<file path="src/rtl/vga_sync_gen.sv">
// 640x480@60 VGA raster timing generator: free-running x/y counters with registered
// syncs, active flag and line/frame start pulses, all describing the same (x,y).
module vga_sync_gen #(
  parameter int unsigned H_ACTIVE = 640,
  parameter int unsigned H_FP     = 16,
  parameter int unsigned H_SYNC   = 96,
  parameter int unsigned H_BP     = 48,
  parameter int unsigned V_ACTIVE = 480,
  parameter int unsigned V_FP     = 10,
  parameter int unsigned V_SYNC   = 2,
  parameter int unsigned V_BP     = 33,
  parameter bit          SYNC_NEG = 1'b1
) (
  input  logic       i_CLK,
  input  logic       i_RST,
  input  logic       i_EN,
  output logic       o_hSync,
  output logic       o_vSync,
  output logic [9:0] o_x_pos,
  output logic [9:0] o_y_pos,
  output logic       o_active,
  output logic       o_line_start,
  output logic       o_frame_start
);

  localparam int unsigned HTotal = H_ACTIVE + H_FP + H_SYNC + H_BP;
  localparam int unsigned VTotal = V_ACTIVE + V_FP + V_SYNC + V_BP;

  localparam logic [9:0]  HLast      = 10'(HTotal - 1);
  localparam logic [9:0]  VLast      = 10'(VTotal - 1);
  // 11-bit bounds so a sync region ending exactly at 1024 still decodes correctly
  localparam logic [10:0] HAct       = 11'(H_ACTIVE);
  localparam logic [10:0] VAct       = 11'(V_ACTIVE);
  localparam logic [10:0] HSyncStart = 11'(H_ACTIVE + H_FP);
  localparam logic [10:0] HSyncEnd   = 11'(H_ACTIVE + H_FP + H_SYNC);
  localparam logic [10:0] VSyncStart = 11'(V_ACTIVE + V_FP);
  localparam logic [10:0] VSyncEnd   = 11'(V_ACTIVE + V_FP + V_SYNC);

  logic [9:0] x_q, x_d;
  logic [9:0] y_q, y_d;
  logic       hsync_q, hsync_d;
  logic       vsync_q, vsync_d;
  logic       active_q, active_d;
  logic       line_start_q, line_start_d;
  logic       frame_start_q, frame_start_d;
  logic [10:0] x_ext, y_ext;

  always_comb begin
    x_d           = x_q;
    y_d           = y_q;
    line_start_d  = 1'b0;
    frame_start_d = 1'b0;
    if (i_EN) begin
      if (x_q == HLast) begin
        x_d          = '0;
        line_start_d = 1'b1;
        if (y_q == VLast) begin
          y_d           = '0;
          frame_start_d = 1'b1;
        end else begin
          y_d = y_q + 10'd1;
        end
      end else begin
        x_d = x_q + 10'd1;
      end
    end
    // Decode from the next position so every registered output matches x_q/y_q.
    x_ext    = {1'b0, x_d};
    y_ext    = {1'b0, y_d};
    hsync_d  = ((x_ext >= HSyncStart) && (x_ext < HSyncEnd)) ^ SYNC_NEG;
    vsync_d  = ((y_ext >= VSyncStart) && (y_ext < VSyncEnd)) ^ SYNC_NEG;
    active_d = (x_ext < HAct) && (y_ext < VAct);
  end

  always_ff @(posedge i_CLK) begin
    if (i_RST) begin
      x_q           <= '0;
      y_q           <= '0;
      hsync_q       <= SYNC_NEG;
      vsync_q       <= SYNC_NEG;
      active_q      <= 1'b1;
      line_start_q  <= 1'b0;
      frame_start_q <= 1'b0;
    end else begin
      x_q           <= x_d;
      y_q           <= y_d;
      hsync_q       <= hsync_d;
      vsync_q       <= vsync_d;
      active_q      <= active_d;
      line_start_q  <= line_start_d;
      frame_start_q <= frame_start_d;
    end
  end

  assign o_x_pos       = x_q;
  assign o_y_pos       = y_q;
  assign o_hSync       = hsync_q;
  assign o_vSync       = vsync_q;
  assign o_active      = active_q;
  assign o_line_start  = line_start_q;
  assign o_frame_start = frame_start_q;

endmodule

</file>
<file path="config.mk">
export PLATFORM = sky130hd
export DESIGN_NAME = vga_sync_gen
export DESIGN_NICKNAME = d
export VERILOG_FILES = /design/src/rtl/vga_sync_gen.sv
export SDC_FILE = /design/constraint.sdc
export NUM_CORES = 1
export LEC_CHECK = 0
export BUFFER_PORTS_ARGS = -buffer_cell sky130_fd_sc_hd__buf_2
export CAP_MARGIN = 10
export CORE_ASPECT_RATIO = 0.6
export CORE_MARGIN = 1
export CORE_UTILIZATION = 50
export CTS_BUF_LIST = sky130_fd_sc_hd__clkbuf_4 sky130_fd_sc_hd__clkbuf_8
export DETAILED_ROUTE_END_ITERATION = 12
export PLACE_DENSITY_LB_ADDON = 0.1
export SYNTH_ARGS = -nofsm -noshare
export SYNTH_HDL_FRONTEND = slang
export SYNTH_SLANG_ARGS = --single-unit
</file>
<file path="constraint.sdc">
create_clock -name i_CLK -period 5.9 [get_ports i_CLK]
set_input_delay 0.59 -clock i_CLK [delete_from_list [all_inputs] [get_ports i_CLK]]
set_output_delay 0.59 -clock i_CLK [all_outputs]
set_load 0.005 [all_outputs]
</file>
=== Word-level counts from Yosys, hierarchy flattened ===
Index checks and enable logic that the tools add are counted.

* Bits in writable memories: 0
* Bits in read-only memories: 0
* Word-level logic and storage cells: 33
* Latch bits: 0
* Memories: 0
* Flip-flop bits (word level): 25

* Reduce and logical (&&, ||, !) cells: 5
* $mul: 0
* Multiplexer cells: 7
* Divide/modulo/power cells: 0
* Shift-type cells: 0
* Equal/unequal tests: 2
* $lt $le $gt $ge: 6
* Add/subtract/negate cells: 2
* Bitwise operators: 4

{| class="wikitable"
|+ Operator list
! cell !! number
|-
| $mux W10 || 5
|-
| $add A10 B1 Y10 const B || 2
|-
| $eq A10 B10 Y1 const B || 2
|-
| $lt A10 B10 Y1 const B || 2
|-
| $lt A10 B9 Y1 const B || 2
|-
| $ge A10 B10 Y1 const B || 1
|-
| $ge A10 B9 Y1 const B || 1
|-
| $not A1 Y1 || 4
|-
| $logic_and A1 B1 Y1 || 3
|-
| $reduce_or A3 Y1 || 1
|-
| $mux W1 || 2
|-
| $reduce_or A2 Y1 || 1
|}

=== Logic depth before layout (Yosys ltp) ===
Gate-level depths: netlist (run 1).

* Depth in word-level cells: 7
* Depth in mapped cells: 7

=== Least setup slack after synthesis (run 1) ===
No wires, ideal clock.

* Kind: input to register
* Start point: input i_EN
* End point: register vsync_q, in the netlist o_vSync
* Arrival: 2.360 ns
* Buffers on the path: 2
* Slack: 3.407 ns
* Stages on the path: 7
* Setup time: 0.133 ns
* Cell sequence: buf_2 nand3_1 or4_1 buf_2 or4_4 a221oi_2 nand4_1

* Cells in the longest elaborated chain, start to end: 4
* Elaborated cells between the ends (all ways): 5

{| class="wikitable"
|+ RTL lines
! what !! line !! RTL
|-
| from (decl) || 16 || <nowiki>input logic i_EN,</nowiki>
|-
| $mux W10 (*) || 53 || <nowiki>if (i_EN) begin</nowiki>
|-
| $ge A10 B9 Y1 / $lt A10 B9 Y1 (equally long branches) || 71 || <nowiki>vsync_d = ((y_ext >= VSyncStart) && (y_ext < VSyncEnd)) ^ SYNC_NEG;</nowiki>
|-
| $logic_and A1 B1 Y1 (*) || 71 ||
|-
| $not A1 Y1 (no line) (*) || -- ||
|-
| to (signal assigned) || 88 || <nowiki>vsync_q <= vsync_d;</nowiki>
|-
| to (decl) || 42 || <nowiki>logic vsync_q, vsync_d;</nowiki>
|}

Mark *: on every way between the ends. The rest lies on a longest branch, timed or not.
A chain may end at the register's enable or synchronous reset.

=== Worst setup path in the final report (run 1) ===
* Start point: register x_q[1], in the netlist o_x_pos[1]
* End point: register vsync_q, in the netlist o_vSync

* Cells in the longest elaborated chain, start to end: 6
* Elaborated cells between the ends (all ways): 7

{| class="wikitable"
|+ RTL lines
! what !! line !! RTL
|-
| from (decl) || 39 || <nowiki>logic [9:0] x_q, x_d;</nowiki>
|-
| from (signal assigned) || 77 || <nowiki>x_q <= '0;</nowiki>
|-
| from (signal assigned) || 85 || <nowiki>x_q <= x_d;</nowiki>
|-
| $eq A10 B10 Y1 (*) || 54 || <nowiki>if (x_q == HLast) begin</nowiki>
|-
| $mux W10 (*) || 54 ||
|-
| $mux W10 (*) || 53 ||
|-
| $ge A10 B9 Y1 / $lt A10 B9 Y1 (equally long branches) || 71 ||
|-
| $logic_and A1 B1 Y1 (*) || 71 ||
|-
| $not A1 Y1 (no line) (*) || -- ||
|}

Marks and branches as above.

==> metrics.md, run 1 <==
| Metric | Value |
|---|---|
| Syn Area/Cell | 8.70 µm² |
| Nets | 180 |
| DR DRC count | 0 |
| Inserted Clock Buffers | 3 |
| Largest cells by area after synthesis | dfxtp_1, xnor2_1, nor3_1, nand4_1, nor2_1 |
| Core region area | 0.00229 mm² |
| Slew HR | 74.4% |
| Grt ovf | 0 |
| Synth Cell Area | between 0.001 and 0.0015 mm² |
| Multi-input logic area | 736 µm² |
| Max-cap viol count | 0 |
| Sw frac | 22.0% |
| Die X | about 68 µm |
| Placed cell count | around 200 |
| Startpoint types | flop |
| Area grow syn2layout | 15.8% |
| Peak VDD IR | 0.000121 V |
| CP Max Fanout | 8 |
| Post-synth EDFFs | 0 |
| Setup Fix Bufs, Post-CTS | 0 |
| Routing usage on met3 | 8.42% |
| CTS Root Cell | clkbuf_8 |
| Final setup viols | 0 |
| Synth Flop Type | dfxtp_1 |
| Pwr dens | between 150 and 200 mW/mm² |
| Flop pwr share | between 60% and 70% |
| DR vias/cell | ~5.9 |
| Tcrit/Tclk final | between 40% and 50% |
| Number of global-route vias before repair | approximately 1000 |
| Die ar. | ~0.0028 mm² |
| H-tree depth | 1 |
| Initial antenna violation count | 0 |
| Post-DP HPWL | roughly 2.2 mm |
| WL/cell | approximately 15 µm |
| Slowest stage cell, crit path | or4_1 |
| Post-CTS sizing | 0 |
| Synth area leader | dfxtp_1 |
| Internal Pwr Total | ~0.00022 W |
| Final Util | between 60 and 70% |
| Status | completed |
| Area share of the largest cell type after synthesis | roughly 39% |
| Tmin final | 2.63 ns |
| IO buf count | 27 |
| Synth Instances | ~150 |
| Psw | 0.0000623 W |
| CP arrival | between 2 and 3 ns |
| Total I/O pin count | 28 |
| Compound-Gate Fraction of Synth Area | 15.8% |
| GR Util met2 | between 30 and 40% |
| Fmax | between 0.3 and 0.4 GHz |
| Gr busiest metal | met1 |
| CP required | slightly above 6 ns |
| FF/Latch Area | about 500 µm² |
| Maximum clock insertion buffer count | 2 |
| Met1 GRT Util | 35.3% |
| Adder-Cell Fraction of Synth Area | roughly 2.9% |
| Total GRT Usage | between 20% and 30% |
| Routed WL | between 2 and 3 mm |
| CTS tree | built |
| Mux share of post-synthesis cell area | roughly 1.7% |
| DR iter-0 viols | 85 |
| Setup crit end kind | flop |
| Simple-gate share of the synthesized area | approximately 29% |
| Asr flop ratio synth | 0% |
| First-pass GRT wire length | 4.77 mm |
| Post-Syn Nets | between 150 and 200 |
| DR vias | ~1200 |
| Slew Viols, Final | 0 |
| Register area share after synthesis | roughly two fifths |
| Placer Congestion | roughly 0.85 |
| Clock slew at reported path FFs | about 0.09 ns |
| FF-to-FF setup slack | roughly 3.3 ns |
| Yosys reg bits | 25 |
| Setup TNS | 0 ns |
| Placement row count | 13 |
| Initial Utilization | between 50% and 60% |
| Layout cells sized above 1 | 22.0% |
| Finished Layout Cells | 203 |
| Leak | a little under 0.6 nW |
| Ant diodes | 0 |
| Cts hold-fix bufs | 0 |
| Largest family of logic cells by synthesized area | simple AND/OR/NAND/NOR gates |
| Worst-Skew Late Latency | 0.27 ns |
| Hold/Removal Path Class | flop to flop |
| Yosys cell types | 41 |
| CTS sink cnt | 25 |
| RSZ-0062 raised after global routing | false |
| CP Buf/Inv Count | 0 |
| Logic gate share of total power | approximately 2.8% |
| Delay-heaviest family, CP | simple AND/OR/NAND/NOR gates |
| DRT antenna net count | 0 |
| Ys Warns | 0 |
| Post-Synth XOR/XNOR Area | roughly 7.5% |
| Clock power share | a little under two fifths |
| # fillers | between 150 and 200 |
| Die H | between 40 and 50 µm |
| Critical-path cell list | ha_1 -> nand3_1 -> or4_1 -> or4_4 -> a221oi_2 -> nand4_1 |
| Crit Path Class | flop to flop |
| Worst-margin pin slew | 0.382 ns |
| DR pass1 iterations | 4 |
| CP max stage delay | 0.66 ns |
| Clock Skew | between 0.005 and 0.006 ns |
| Final Hold Viols | 0 |
| Pin count of the biggest net entering global routing | 18 |
==> cell usage in the layout (no fill, tap or decap), drive strengths merged, types with 3 or more instances in the layout <==
cell and n:
buf 28, dfxtp 25, nor3 12, nor2 12, nand4 9, xnor2 8, inv 7, a21oi 7
nand3 6, nand2 6, or4 6, o21ai 5, xor2 3, ha 3, clkbuf 3, or2 3
==> cells by family after synthesis <==
kind of cell    count (synthesis)
mux                             2
simple gates                   65
fa+ha+maj                       3
compound gates                 28
buf+inv                        14
xor+xnor                       11
flops                          25
==> cells in the mapped netlist, drive strengths merged, types with 3 or more instances <==
library cell,instances
nand4,9
ha,3
nand2,6
buf,5
or2,3
dfxtp,25
xor2,3
xnor2,8
nand3,6
o21ai,5
nor3,12
or4,6
nor2,12
a21oi,7
inv,7
==> cell type report <==
type,count,share of cell area (%)
multi-input cells,109,49.3
flip-flops and latches,25,33.6
repair buffers,28,9.56
clock buffers,3,2.77
well taps,30,2.52
inverters,7,1.76
clock inverters,1,0.503
==> worst reg2reg max path, delay by kind of cell (launching register included) <==
family / cells / cell delay [ns]
AOI/OAI and AO/OA: 1 / 0.30
DFF: 1 / 0.41
adders and majority gates: 1 / 0.24
and+or+nand+nor: 4 / 1.56
==> through the flow <==
step / hold slack, ns / cell area (µm²) / power (W) / setup WS [ns]
CTS: 0.539 / 1490 / 0.000286 / 3.29
global placement: 0.502 / 1440 / 0.000182 / 3.28
global route: 0.569 / 1490 / 0.000294 / 3.10
detailed placement: 0.524 / 1440 / 0.000183 / 3.18
finish: 0.537 / 1490 / 0.000283 / 3.27
floorplan: 0.506 / 1290 / 0.000180 / 3.41
==> path summary, 6_finish.rpt <==
path	from	end	depth (start not counted)
worst max-delay path	o_x_pos[1]	o_vSync	6
worst min register to register	o_x_pos[1]	o_x_pos[1]	2
worst min-delay path	o_x_pos[1]	o_x_pos[1]	2
worst max register to register	o_x_pos[1]	o_vSync	6
==> flip-flops by register name (all words and copies together) (netlist names) <==
register / cells
o_vSync: 1
o_hSync: 1
o_x_pos: 10
o_active: 1
o_line_start: 1
o_frame_start: 1
o_y_pos: 10
==> metal layers <==
layer  vias up  routed length [µm]  share of wire (%)
li1        597                   -                  -
met1       546                1560                 53
met2        46                1160                 39
met3         4                 229                7.7
met4         0                  15               0.51
met5         -                   0                  0
==> power groups by stage <==
stage / combinational (W) / sequential (W) / clock, W
floorplan: 0.00000533 / 0.000175 / 0
global placement: 0.00000769 / 0.000175 / 0
detailed placement: 0.00000787 / 0.000175 / 0
CTS: 0.00000791 / 0.000171 / 0.000107
global route: 0.00000895 / 0.000171 / 0.000114
finish: 0.00000802 / 0.000171 / 0.000104
No activity file was read; power rests on OpenSTA's default activity.
==> inputs of run 2 (changes only) <==
- clock period: 5.9 -> 2.2 ns (I/O delays scaled with it)
==> run 2 against run 1 <==
  * The run now ends with negative setup slack left
  * Power rose to 2.7 times the previous value
  * Critical path depth unchanged
  * Routed wire length up 26%
  * Via count up 14%
  * Highest routed layer unchanged
==> metrics.md, run 2 (synthesis gave the netlist of run 1 again) <==
| Metric | Value |
|---|---|
| CP arrival | about 2.4 ns |
| Placed cell count | ~220 |
| Worst r2r path cells | 6 |
| Inserted Clock Buffers | 3 |
| H-tree depth | 1 |
| WHS Path Cells | 3 |
| Area grow syn2layout | 36.8% |
| Commonest non-fill, non-tap cell in the layout | buf_4 |
| Die ar. | 0.00279 mm² |
| Fmax | around 0.45 GHz |
| Met1 GRT Util | roughly 43% |
| Placement row count | 13 |
| Worst-Skew Late Latency | 0.27 ns |
| Leak | approximately 0.74 nW |
| Cts hold-fix bufs | 0 |
| Crit Path Class | flop to flop |
| Max-cap viol count | 0 |
| CP max stage delay | between 0.5 and 0.6 ns |
| Most used cell, CP | or4_4 |
| CP required | about 2.3 ns |
| Status | finished with violations |
| Ant diodes | 0 |
| Routing usage on met3 | under 10% |
| CTS tree | built |
| Hold_ws | 0.324 ns |
| Final Util | approximately three quarters |
| Layout cells sized above 1 | between 30 and 40% |
| Post-DP HPWL | around 2.8 mm |
| CP Max Fanout | 4 |
| DR DRC count | 0 |
| Total I/O pin count | 28 |
| Placer Congestion | roughly 0.9 |
| Clock slew at reported path FFs | 0.09 ns |
| RSZ-0062 raised after global routing | true |
| Slew Viols, Final | 0 |
| Total GRT Usage | a little under a third |
| CTS sink cnt | 25 |
| Slowest stage cell, crit path | or4_4 |
| Finished Layout Cells | 230 |
| Final setup viols | 1 |
| IO buf count | 27 |
| Pwr dens | between 400 and 500 mW/mm² |
| Hold/Removal Path Class | primary input to flop |
| Die H | approximately 41 µm |
| WL/cell | ~16 µm |
| Setup crit end kind | flop |
| Pin count of the biggest net entering global routing | 18 |
| GR Util met2 | 44.6% |
| Number of global-route vias before repair | around 1100 |
| DR pass1 iterations | 4 |
| CTS Root Cell | clkbuf_8 |
| Nets | approximately 210 |
| Grt ovf | 0 |
| # fillers | 164 |
| FF/Latch Area | roughly 510 µm² |
| Startpoint types | flop |
| Final worst-path setup slack | -0.0296 ns |
| DR vias | ~1400 |
| Maximum clock insertion buffer count | 2 |
| Clock Skew | roughly 0.0056 ns |
| Reg-to-reg endpoint | o_vSync |
| DR vias/cell | about 5.9 |
| Die X | a little under 70 µm |
| Commonest cells after routing, fill and taps aside | buf_4, buf_2, dfxtp_1 |
| Reg2reg start | o_x_pos[0] |
| Worst-margin pin slew | around 0.55 ns |
| Hold Path End | o_x_pos[1] |
| Setup TNS | -0.0296 ns |
| DRT antenna net count | 0 |
| Hold Crit Start | i_EN |
| Tcrit/Tclk final | 101% |
| Routed WL | approximately 3.7 mm |
| Initial Utilization | between 50% and 60% |
| Slew HR | a little over three fifths |
| Peak VDD IR | around 0.00048 V |
| Tmin final | 2.23 ns |
| Post-Place Setup Slack | -0.0213 ns |
| Core region area | between 0.002 and 0.0025 mm² |
| Failing checks | negative setup slack |
| Final Hold Viols | 0 |
| Initial antenna violation count | 0 |
| Critical-path cell list | ha_4 -> nand3_4 -> or4_4 -> or4_4 -> a221oi_4 -> nand4_1 |
| Gr busiest metal | met2 |
| Multi-input logic area | a little under 800 µm² |
| DR iter-0 viols | between 200 and 250 |
| FF-to-FF setup slack | -0.03 ns |
| First-pass GRT wire length | slightly below 6 mm |
[run 2: cell count changes in the layout (fill, tap and decap cells not counted), sizes merged]
cell / before / now
clkinvlp: 1 / 0
clkbuf: 3 / 4
buf: 28 / 55
[run 2: power by group]
part,switching (W),total (W),internal (W)
clock network,0.000143,0.000285,0.000142
registers,0.00000317,0.000457,0.000454
logic,0.0000179,0.0000331,0.0000151
[run 2: repair_timing]
item                                   CTS  global route
resized for setup                        1             4
setup buffers                            2             1
pin swaps                                5             2
endpoints found under the hold margin    0             0
cloned                                   0             0
setup endpoints to repair                1             2
[run 2: worst max path at each step]
stage	from	endpoint	slack (ns)	cells after the start
floorplan	o_x_pos[1]	o_vSync	-0.02	7
global placement	o_x_pos[1]	o_vSync	0.05	6
detailed placement	o_x_pos[1]	o_vSync	-0.02	6
CTS	o_y_pos[1]	o_vSync	0.002	6
global route	o_x_pos[0]	o_vSync	-0.12	6
finish	o_x_pos[0]	o_vSync	-0.03	6
[run 2: layer usage]
metal / share of wire (%) / vias up
met3: 9.5 / 4
met1: 46 / 640
met5: 0 / -
met2: 44 / 62
met4: 0.51 / 0
li1: - / 652
[run 2: cell type report]
class                      instances  area share [%]
clock buffer                       4            2.77
inverter                           7            1.49
multi-input combinational        109            45.1
sequential                        25            28.9
tap                               30            2.13
timing repair buffer              55            19.6
[run 2: critical path, delay by kind of cell, from the launching register on]
| family | cells | cell delay (ns) |
|---|---|---|
| fa+ha+maj | 1 | 0.15 |
| flops | 1 | 0.37 |
| simple gates | 4 | 1.29 |
| compound gates | 1 | 0.29 |
[run 2: stage by stage]
stage / cell area [µm²] / total power (W)
6_report: 1760 / 0.000776
5_1_grt: 1760 / 0.000801
4_1_cts: 1730 / 0.000776
3_5_place_dp: 1670 / 0.000500
3_3_place_gp: 1670 / 0.000497
2_1_floorplan: 1340 / 0.000486
